==> config.mk <==
export PLATFORM = sky130hd
export DESIGN_NAME = enemy_path_sequencer
export DESIGN_NICKNAME = d
export VERILOG_FILES = /design/src/rtl/galaga_sched_pkg.sv /design/src/rtl/esched_step_timer.sv /design/src/rtl/enemy_path_sequencer.sv
export SDC_FILE = /design/constraint.sdc
export NUM_CORES = 1
export LEC_CHECK = 0
export ABC_AREA = 1
export BUFFER_PORTS_ARGS = -buffer_cell sky130_fd_sc_hd__buf_2
export CORE_AREA = 2 2 168 170
export CTS_CLUSTER_DIAMETER = 30
export DETAILED_ROUTE_END_ITERATION = 8
export DIE_AREA = 0 0 170 172
export SLEW_MARGIN = 20
export SYNTH_ARGS = -nofsm -noshare
export SYNTH_HDL_FRONTEND = slang
export SYNTH_HIERARCHICAL = 1
export SYNTH_SLANG_ARGS = --single-unit
==> constraint.sdc <==
create_clock -name Clk -period 3.3 [get_ports Clk]
set_input_delay 0.66 -clock Clk [delete_from_list [all_inputs] [get_ports Clk]]
set_output_delay 0.66 -clock Clk [all_outputs]
set_load 0.005 [all_outputs]
==> src/rtl/galaga_sched_pkg.sv <==
// galaga_sched_pkg: shared enums, movement pattern helpers and spawn constants
// for the enemy path sequencer.
`default_nettype none

package galaga_sched_pkg;

  typedef enum logic [1:0] {
    PAT_NOMOVE    = 2'd0,
    PAT_CIRCLE_X  = 2'd1,
    PAT_CIRCLE_Y  = 2'd2,
    PAT_BACKFORTH = 2'd3
  } pattern_e;

  typedef enum logic [1:0] {
    ST_IDLE   = 2'd0,
    ST_RUN    = 2'd1,
    ST_PAUSED = 2'd2
  } sched_state_e;

  localparam int SPAWN_X0      = 20;
  localparam int SPAWN_X_PITCH = 60;
  localparam int SPAWN_Y       = 40;

  // Signed 3-bit delta for one pattern at one step; the caller sign-extends.
  function automatic logic signed [2:0] pattern_delta(pattern_e pat, int step, int nm);
    int q;
    q = nm / 4;
    pattern_delta = 3'b000;
    case (pat)
      PAT_CIRCLE_X:  pattern_delta = (step < q || step >= 3 * q) ? 3'b001 : 3'b111;
      PAT_CIRCLE_Y:  pattern_delta = (step < 2 * q) ? 3'b111 : 3'b001;
      PAT_BACKFORTH: pattern_delta = ((step % 2) != 0) ? 3'b010 : 3'b110;
      default:       pattern_delta = 3'b000;
    endcase
  endfunction

  function automatic pattern_e level_pattern_x(logic [2:0] level, int e);
    level_pattern_x = PAT_NOMOVE;
    case (level)
      3'd1: level_pattern_x = pattern_e'(2'(e + 1));
      3'd2: level_pattern_x = PAT_BACKFORTH;
      default: begin
        case (2'(e))
          2'd0:    level_pattern_x = PAT_CIRCLE_X;
          2'd1:    level_pattern_x = PAT_BACKFORTH;
          2'd2:    level_pattern_x = PAT_CIRCLE_Y;
          default: level_pattern_x = PAT_NOMOVE;
        endcase
      end
    endcase
  endfunction

  function automatic pattern_e level_pattern_y(logic [2:0] level, int e);
    level_pattern_y = PAT_NOMOVE;
    case (level)
      3'd1: level_pattern_y = pattern_e'(2'(e + 2));
      3'd2: level_pattern_y = PAT_NOMOVE;
      default: begin
        case (2'(e))
          2'd0:    level_pattern_y = PAT_CIRCLE_Y;
          2'd2:    level_pattern_y = PAT_CIRCLE_X;
          default: level_pattern_y = PAT_NOMOVE;
        endcase
      end
    endcase
  endfunction

endpackage

`default_nettype wire

==> src/rtl/esched_step_timer.sv <==
// esched_step_timer: step divider and schedule counter; reports the step that a
// terminal divider count would present and whether it wraps to step 0.
`default_nettype none

module esched_step_timer #(
  parameter int NM       = 20,
  parameter int TICK_DIV = 2
) (
  input  logic                  clk,
  input  logic                  rst,
  input  logic                  clear,
  input  logic                  run,
  output logic [$clog2(NM)-1:0] ctr,
  output logic [$clog2(NM)-1:0] ctr_next,
  output logic                  tick,
  output logic                  wrap
);

  localparam int CW   = $clog2(NM);
  localparam int DIVW = (TICK_DIV > 1) ? $clog2(TICK_DIV) : 1;

  logic [DIVW-1:0] div;

  assign tick     = run && (div == DIVW'(TICK_DIV - 1));
  assign ctr_next = (ctr == CW'(NM - 1)) ? '0 : ctr + 1'b1;
  assign wrap     = tick && (ctr == CW'(NM - 1));

  always_ff @(posedge clk or posedge rst) begin
    if (rst) begin
      div <= '0;
      ctr <= '0;
    end else if (clear) begin
      div <= '0;
      ctr <= '0;
    end else if (run) begin
      if (tick) begin
        div <= '0;
        ctr <= ctr_next;
      end else begin
        div <= div + 1'b1;
      end
    end
  end

endmodule

`default_nettype wire

==> src/rtl/enemy_path_sequencer.sv <==
// enemy_path_sequencer: start/pause/stop schedule FSM driving per-enemy deltas,
// fire pulses and strobes. ESCHED_FIRE_STAGGER_EN selects one-enemy-per-step firing.
`default_nettype none

module enemy_path_sequencer #(
  parameter int NE        = 10,
  parameter int NM        = 20,
  parameter int DW        = 10,
  parameter int TICK_DIV  = 2,
  parameter int FIRE_STEP = 12
) (
  input  logic                  Clk,
  input  logic                  Reset,
  input  logic [2:0]            CurrentLevel,
  input  logic                  Start,
  input  logic                  Pause,
  input  logic                  Stop,
  output logic [$clog2(NM)-1:0] ESchedCtr,
  output logic [NE*DW-1:0]      ESchedDX,
  output logic [NE*DW-1:0]      ESchedDY,
  output logic [NE-1:0]         ESchedFire,
  output logic [NE*DW-1:0]      EShipInitialX,
  output logic [NE*DW-1:0]      EShipInitialY,
  output logic                  StepStrobe,
  output logic                  LoopDone,
  output logic                  Busy
);

  import galaga_sched_pkg::*;

  localparam int CW = $clog2(NM);

  sched_state_e    state;
  logic [2:0]      level_q;
  logic [CW-1:0]   ctr_next;
  logic [CW-1:0]   pres_step;
  logic [2:0]      pres_level;
  logic            tick;
  logic            wrap;
  logic            timer_clear;
  logic            timer_run;
  logic [NE*DW-1:0] pres_dx;
  logic [NE*DW-1:0] pres_dy;
  logic [NE-1:0]   pres_fire;
  logic signed [2:0] dx_d;
  logic signed [2:0] dy_d;

  assign timer_clear = Start && !Stop;
  assign timer_run   = (state == ST_RUN) && !Stop && !Start && !Pause;

  esched_step_timer #(
    .NM       (NM),
    .TICK_DIV (TICK_DIV)
  ) u_timer (
    .clk      (Clk),
    .rst      (Reset),
    .clear    (timer_clear),
    .run      (timer_run),
    .ctr      (ESchedCtr),
    .ctr_next (ctr_next),
    .tick     (tick),
    .wrap     (wrap)
  );

  // Resuming from pause re-presents the current step's deltas without a strobe.
  assign pres_step  = Start ? '0 : ((state == ST_PAUSED) ? ESchedCtr : ctr_next);
  assign pres_level = (Start || wrap) ? CurrentLevel : level_q;

  always_comb begin
    pres_dx   = '0;
    pres_dy   = '0;
    pres_fire = '0;
    dx_d      = '0;
    dy_d      = '0;
    for (int e = 0; e < NE; e++) begin
      dx_d = pattern_delta(level_pattern_x(pres_level, e), int'(pres_step), NM);
      dy_d = pattern_delta(level_pattern_y(pres_level, e), int'(pres_step), NM);
      pres_dx[e*DW +: DW] = {{(DW-3){dx_d[2]}}, dx_d};
      pres_dy[e*DW +: DW] = {{(DW-3){dy_d[2]}}, dy_d};
`ifdef ESCHED_FIRE_STAGGER_EN
      pres_fire[e] = (int'(pres_step) == (FIRE_STEP + e) % NM);
`else
      pres_fire[e] = (int'(pres_step) == FIRE_STEP % NM) ||
                     (int'(pres_step) == (FIRE_STEP + 1) % NM) ||
                     (int'(pres_step) == (FIRE_STEP + 2) % NM);
`endif
    end
  end

  always_ff @(posedge Clk or posedge Reset) begin
    if (Reset) begin
      state      <= ST_IDLE;
      level_q    <= '0;
      ESchedDX   <= '0;
      ESchedDY   <= '0;
      ESchedFire <= '0;
      StepStrobe <= 1'b0;
      LoopDone   <= 1'b0;
      Busy       <= 1'b0;
    end else begin
      ESchedFire <= '0;
      StepStrobe <= 1'b0;
      LoopDone   <= 1'b0;
      if (Stop) begin
        state    <= ST_IDLE;
        ESchedDX <= '0;
        ESchedDY <= '0;
        Busy     <= 1'b0;
      end else if (Start) begin
        state      <= ST_RUN;
        level_q    <= CurrentLevel;
        ESchedDX   <= pres_dx;
        ESchedDY   <= pres_dy;
        ESchedFire <= pres_fire;
        StepStrobe <= 1'b1;
        Busy       <= 1'b1;
      end else begin
        case (state)
          ST_RUN: begin
            if (Pause) begin
              state    <= ST_PAUSED;
              ESchedDX <= '0;
              ESchedDY <= '0;
            end else if (tick) begin
              ESchedDX   <= pres_dx;
              ESchedDY   <= pres_dy;
              ESchedFire <= pres_fire;
              StepStrobe <= 1'b1;
              LoopDone   <= wrap;
              if (wrap) begin
                level_q <= CurrentLevel;
              end
            end
          end
          ST_PAUSED: begin
            if (!Pause) begin
              state    <= ST_RUN;
              ESchedDX <= pres_dx;
              ESchedDY <= pres_dy;
            end
          end
          default: begin
            state    <= ST_IDLE;
            ESchedDX <= '0;
            ESchedDY <= '0;
            Busy     <= 1'b0;
          end
        endcase
      end
    end
  end

  for (genvar e = 0; e < NE; e++) begin : g_spawn
    assign EShipInitialX[e*DW +: DW] = DW'(SPAWN_X0 + SPAWN_X_PITCH * e);
    assign EShipInitialY[e*DW +: DW] = DW'(SPAWN_Y);
  end

endmodule

`default_nettype wire

# After elaboration in Yosys (flattened, before gate mapping)
# Cells that the tools add are included.
[totals] register_bits=224 in_bits=8 output_inout_bits=418
[op_classes] addsub=2 magnitude_cmp=3 n_eq_ne=37 muxes=69 bitwise=1 n_reduce_logical=24
[op_table] op="two-way mux 100 bit" n=10
[op_table] op="case mux 100 bit (2 select lines)" n=2
[op_table] op="case mux 3 bit (3 select lines)" n=8
[op_table] op="two-way mux 10 bit" n=5
[op_table] op="== test 2 bit (second input constant)" n=17
[op_table] op="two-way mux 5 bit" n=6
[op_table] op="two-way mux 3 bit" n=9
[op_table] op="== test 5 bit (second input constant)" n=4
[op_table] op="two-way mux 1 bit" n=20
[op_table] op="== test 2 x 1 -> 1 bit (second input constant)" n=9
[op_table] op="two-way mux 2 bit" n=8
[op_table] op="nonzero test 2 bit" n=5
[op_table] op="inequality test 4 bit (second input constant)" n=2
[op_table] op="logical AND 1 bit" n=6
[op_table] op="AND reduction 2 bit" n=3
[op_table] op="adder 5 x 1 -> 5 bit (second input constant)" n=1
[op_table] op="greater-or-equal comparator 5 x 4 -> 1 bit (second input constant)" n=1
[op_table] op="less-than comparator 5 x 3 -> 1 bit (second input constant)" n=1
[op_table] op="less-than comparator 5 x 4 -> 1 bit (second input constant)" n=1
[op_table] op="inequality test 5 x 4 -> 1 bit (second input constant)" n=1
[op_table] op="AND reduction 5 bit" n=1
[op_table] op="logical OR 1 bit" n=4
[op_table] op="case mux 2 bit (2 select lines)" n=1
[op_table] op="OR reduction 2 bit" n=2
[op_table] op="other kinds (7)" n=9

# Depth between registers and ports, before layout
[depth] ltp_word=18 mapped_depth=16

# Cells and area by module
# Netlist, hierarchy kept.
[by_module_without_submodules] mod="enemy_path_sequencer" instances=1 cells_each=586 area_per_inst_um2=4307.9 seq_area_each_um2=600.6
[by_module_without_submodules] mod="esched_step_timer" instances=1 cells_each=52 area_per_inst_um2=369.1 seq_area_each_um2=150.1

# Least setup slack after synthesis
# No wires, ideal clock.
[synth_timing] kind="input -> register" start="in Stop" end="reg ESchedDY[69]" setup_ps=117 arrival_time_ps=2000 path_slack_ps=1182 stages=12 path_cell_list="inv_1 nand2_1 nor2_1 nand2_2 nor2_1 nor2_2 o21ai_1 nand3_1 nand2_4 nor2_1 nand2_1 nand2_1"
[synth_between] elab_chain_len=18 word_cells_on_any_way=25 classes_between="eq/ne: 7; mux: 9; reduce/logical: 9"
[synth_lines] item="start, declared" line_no="enemy_path_sequencer.sv:17" text="input logic Stop,"
[synth_lines] item="logical NOT 1 bit (*)" line_no="enemy_path_sequencer.sv:49" text="assign timer_run = (state == ST_RUN) && !Stop && !Start && !Pause;"
[synth_lines] item="logical AND 1 bit (*) (3 in series)" line_no="enemy_path_sequencer.sv:49"
[synth_lines] item="named net timer_run" line_no="enemy_path_sequencer.sv:41" text="logic timer_run;"
[synth_lines] item="logical AND 1 bit (*)" line_no="esched_step_timer.sv:24" text="assign tick = run && (div == DIVW'(TICK_DIV - 1));"
[synth_lines] item="logical AND 1 bit (*)" line_no="esched_step_timer.sv:26" text="assign wrap = tick && (ctr == CW'(NM - 1));"
[synth_lines] item="named net wrap" line_no="enemy_path_sequencer.sv:39" text="logic wrap;"
[synth_lines] item="logical OR 1 bit (*)" line_no="enemy_path_sequencer.sv:67" text="assign pres_level = (Start || wrap) ? CurrentLevel : level_q;"
[synth_lines] item="two-way mux 3 bit (*)" line_no="enemy_path_sequencer.sv:67"
[synth_lines] item="[2 not listed]"
[synth_lines] item="two-way mux 1 bit (*)" line_no="galaga_sched_pkg.sv:55" text="case (level)"
[synth_lines] item="== test 2 bit or == test 2 x 1 -> 1 bit (tied branches)" line_no="galaga_sched_pkg.sv:29" text="case (pat)"
[synth_lines] item="case mux 3 bit (3 select lines) (*)" line_no="galaga_sched_pkg.sv:29"
[synth_lines] item="two-way mux 100 bit" line_no="enemy_path_sequencer.sv:124" text="end else if (tick) begin"
[synth_lines] item="two-way mux 100 bit" line_no="enemy_path_sequencer.sv:120" text="if (Pause) begin"
[synth_lines] item="case mux 100 bit (2 select lines)" line_no="enemy_path_sequencer.sv:118" text="case (state)"
[synth_lines] item="two-way mux 100 bit (*)" line_no="enemy_path_sequencer.sv:109" text="end else if (Start) begin"
[synth_lines] item="two-way mux 100 bit (*)" line_no="enemy_path_sequencer.sv:104" text="if (Stop) begin"
[synth_lines] item="end signal, assigned" line_no="enemy_path_sequencer.sv:113" text="ESchedDY <= pres_dy;"
[synth_lines] item="end signal, assigned" line_no="enemy_path_sequencer.sv:126" text="ESchedDY <= pres_dy;"
[synth_lines] item="end signal, assigned" line_no="enemy_path_sequencer.sv:139" text="ESchedDY <= pres_dy;"
[synth_lines] item="end, declared" line_no="enemy_path_sequencer.sv:20" text="output logic [NE*DW-1:0] ESchedDY,"
# The timed path passes the listed nets; every way through them passes the cells marked *. The select of a mux whose other input is x is not followed.
# A chain may end at the register's enable or synchronous reset.

# Worst setup path after layout
[layout_timing] start="reg state[1]" end="reg ESchedDX[69]"
[layout_between] elab_chain_len=18 word_cells_on_any_way=35 classes_between="order compare: 3; eq/ne: 9; mux: 14; reduce/logical: 9"
[layout_lines] item="start, declared" line_no="enemy_path_sequencer.sv:33" text="sched_state_e state;"
[layout_lines] item="start signal, assigned" line_no="enemy_path_sequencer.sv:92" text="state <= ST_IDLE;"
[layout_lines] item="start signal, assigned" line_no="enemy_path_sequencer.sv:105" text="state <= ST_IDLE;"
[layout_lines] item="start signal, assigned" line_no="enemy_path_sequencer.sv:110" text="state <= ST_RUN;"
[layout_lines] item="== test 2 x 1 -> 1 bit (*)" line_no="enemy_path_sequencer.sv:49"
[layout_lines] item="logical AND 1 bit (*) (3 in series)" line_no="enemy_path_sequencer.sv:49"
[layout_lines] item="named net timer_run" line_no="enemy_path_sequencer.sv:41"
[layout_lines] item="logical AND 1 bit (*)" line_no="esched_step_timer.sv:24"
[layout_lines] item="logical AND 1 bit (*)" line_no="esched_step_timer.sv:26"
[layout_lines] item="named net wrap" line_no="enemy_path_sequencer.sv:39"
[layout_lines] item="logical OR 1 bit (*)" line_no="enemy_path_sequencer.sv:67"
[layout_lines] item="two-way mux 3 bit (*)" line_no="enemy_path_sequencer.sv:67"
[layout_lines] item="[2 not listed]"
[layout_lines] item="two-way mux 1 bit (*)" line_no="galaga_sched_pkg.sv:39" text="case (level)"
[layout_lines] item="== test 2 bit or == test 2 x 1 -> 1 bit (tied branches)" line_no="galaga_sched_pkg.sv:29"
[layout_lines] item="case mux 3 bit (3 select lines) (*)" line_no="galaga_sched_pkg.sv:29"
[layout_lines] item="two-way mux 100 bit" line_no="enemy_path_sequencer.sv:124"
[layout_lines] item="two-way mux 100 bit" line_no="enemy_path_sequencer.sv:120"
[layout_lines] item="case mux 100 bit (2 select lines)" line_no="enemy_path_sequencer.sv:118"
[layout_lines] item="two-way mux 100 bit (*)" line_no="enemy_path_sequencer.sv:109"
[layout_lines] item="two-way mux 100 bit (*)" line_no="enemy_path_sequencer.sv:104"
[layout_lines] item="end signal, assigned" line_no="enemy_path_sequencer.sv:112" text="ESchedDX <= pres_dx;"
[layout_lines] item="end signal, assigned" line_no="enemy_path_sequencer.sv:125" text="ESchedDX <= pres_dx;"
[layout_lines] item="end signal, assigned" line_no="enemy_path_sequencer.sv:138" text="ESchedDX <= pres_dx;"
[layout_lines] item="end, declared" line_no="enemy_path_sequencer.sv:19" text="output logic [NE*DW-1:0] ESchedDX,"
# Marks and branches as above.

==> flow_summary.yaml <==
layout:
  area.growth.synth_to_final_pct: -11.21
  antennaDiodeCount: 0
  seqCellArea_um2: 750.7
  final_nets: 684
  fin_area_um2: 4153
  multi_input_area_um2: 1574
  n_fill_cell: 3124
  layout-drive-gt1-share: 0.3626
sta:
  clock.fmax_ghz: 0.4285
  fin_setup_tns_ns: 0
  setup_viol: 0
  maxSlewHeadroom: 0.3733
  worst_pin_slew_ns: 0.9343
  period_share: 0.7071
  hold_viol: 0
  slew_violations: 0
  fin_crit_ns: 2.333
  rsz0062_at_grt: "false"
  finalClockSkew_ns: 0.002938
cts:
  cts_tree: "built"
  cts_buffers: 5
  htree_levels: 2
  post_cts_resized: 0
  holdBufCountCts: 0
  clk_pin_slew_ns: 0.05
  clockBufferDepth: 2
  root_buffer: "clkbuf_16"
  clkSinkCount: 30
  clkLatencyLatePin_ns: 0.28
  cts_setup_buffers: 0
yosys:
  syn_area_per_cell_um2: 7.331
  synth_top_area_cell: "buf_4"
  synth_area_um2: 4677
  yosys-top-cells-area: "buf_4 63%, dfrtp_1 16%, nand2_1 7.4%, inv_1 2.7%, nor2_1 1.8%"
  synthCells: 638
  ys_top_cells_by_count: "394 x buf_4, 92 x nand2_1, 34 x inv_1"
  ys_seq_area_frac: 0.1605
  yosys.cell_count.top_type: "buf_4"
  yosys_warnings: 6
  ys_seq_elements: 30
  synthArstFlopShare: 1.000
  synth_ff_type: "dfrtp_1"
  synth-edff-count: 0
  synth_top_area_share: 0.6324
  yosysUniqueCellTypes: 27
die:
  die_h_um: 172
  core-area_um2: 27480
  pin_count: 426
  die_w_um: 170
  start_util: 0.1702
  die-area_um2: 29240
  row_count: 61
worst_setup_path:
  rrSetupSlack_ns: 0.97
  cp.arrival_ns: 2.50
  cp_common_cell: "nand2_1"
  crit_fanout: 6
  timing_worst_setup_path_type: "reg -> reg"
  rr_worst_depth: 13
  endpoint_kind: "flip-flop"
  cp_top_family: "simple AND/OR/NAND/NOR gates"
  path_cells: "inv_1 -> ha_1 -> nand2_1 -> nor2_1 -> nand2_2 -> nor2_1 -> nor2_2 -> o21ai_1 -> nand3_1 -> nand2_1 -> nand2_1 -> nand3_1 -> nand2_1"
  slowest_delay_ns: 0.38
  cp_num_cells: 13
  worstPathRequired_ns: 3.46
  r2r_end: "ESchedDX[69]$_DFFE_PP0P_"
  critPathSlowestCell: "dfrtp_1"
  crit_start: "state[1]$_DFFE_PP0P_"
  crit_buf_inv: 1
  endpoint: "ESchedDX[69]$_DFFE_PP0P_"
  start_kind: "flip-flop"
  reg2reg_from: "state[1]$_DFFE_PP0P_"
placement:
  io_buffers: 220
  hpwl_um: 7032
  place_area_um2: 4005
  finalWeightedCongestion: 0.8543
global_routing:
  first_global_vias: 1828
  grt_pass1_wl_um: 10350
  grt_usage: 0.04722
  grt_remaining_overflow: 0
  antenna_found_initial: 1
  grt_max_degree: 29
detailed_routing:
  firstDrtPassIters: 4
  wl_um: 8379
  drtIter0Drc: 93
  drc_errors: 0
  wl_per_cell_um: 8.223
  via_per_inst: 2.889
  postRouteAntennaNets: 0
  dr_total_vias: 2944
pwr:
  ir_worst_vdd_mv: 0.1487
  power_density_nw_per_um2: 279.9
  p_leak_nw: 2.907
flow_run:
  maxCapViolations: 0
min_path:
  min_path_type: "in -> async"
run_status:
  status: "finished clean"
## worst min path at each step
stage	slack, ns	startpoint	cells after the start	to
2_1_floorplan	0.45	Reset	1	u_timer/ctr[0]$_DFFE_PP0P_
3_3_place_gp	0.51	Busy$_DFFE_PP0P_	2	Busy$_DFFE_PP0P_
3_5_place_dp	0.51	Busy$_DFFE_PP0P_	2	Busy$_DFFE_PP0P_
4_1_cts	0.29	Reset	2	u_timer/ctr[3]$_DFFE_PP0P_
5_1_grt	0.30	Reset	2	u_timer/ctr[3]$_DFFE_PP0P_
6_report	0.29	Reset	2	u_timer/ctr[3]$_DFFE_PP0P_
## cell usage in the layout, fill, tap and decap left out, types with 4 or more instances in the layout
master     synthesis  final
o21ai_1            6      6
clkbuf_16          0      5
nand3_1           15     15
buf_2              2    220
inv_2              5      5
dfrtp_1           30     30
ha_1               4      4
inv_1             34     33
o21ai_0            6      6
nand2_1           92     92
nor2_1            23     23
conb_1             2    205
## flip-flops by register name (all words and copies together), names as in the netlist
signal	cells
ESchedFire	1
StepStrobe	1
state	2
Busy	1
level_q	3
ESchedDX	11
LoopDone	1
ESchedDY	4
u_timer/div	1
u_timer/ctr	5
## layer usage
layer | share of wire | GRT usage | wire length, um | up-vias
met4 | 0.011 | 0.01449 | 89 | 2
met2 | 0.51 | 0.08962 | 4289 | 277
met3 | 0.13 | 0.01213 | 1074 | 10
li1 | - | - | - | 1400
met1 | 0.35 | 0.05134 | 2912 | 1255
met5 | 0.0014 | 0 | 12 | -
## final cells by class
cell class | count | area share
multi-input cells | 376 | 0.3790
repair buffers | 220 | 0.2651
flip-flops and latches | 30 | 0.1808
well taps | 346 | 0.1042
inverters | 39 | 0.03525
clock buffers | 7 | 0.03435
clock inverters | 1 | 0.001205
## power by group
group          total (mW)  switching (mW)  internal, mW
sequential          0.424          0.0359         0.388
clock               0.454           0.155         0.298
combinational       0.285           0.182         0.103
## kinds of logic after synthesis
group | count (synthesis) | synth area share
buffers and inverters | 435 | 0.6659
adders and majority gates | 4 | 0.01070
other | 2 | 0.001606
AOI/OAI and AO/OA | 20 | 0.02515
DFF | 30 | 0.1605
and+or+nand+nor | 147 | 0.1362
## per-stage QoR
stage          std cells  hold slack, ns  setup WS [ns]  power (mW)  utilization
2_1_floorplan        841          0.4510          1.182      0.8883            -
3_3_place_gp        1011          0.5087         0.8982      0.7106       0.1458
3_5_place_dp        1011          0.5082         0.8131      0.7128       0.1458
4_1_cts             1019          0.2931          1.045       1.173       0.1511
5_1_grt             1019          0.3048         0.7381       1.239       0.1511
6_report            1019          0.2940         0.9665       1.162       0.1511
(Power assumes the default switching activity.)
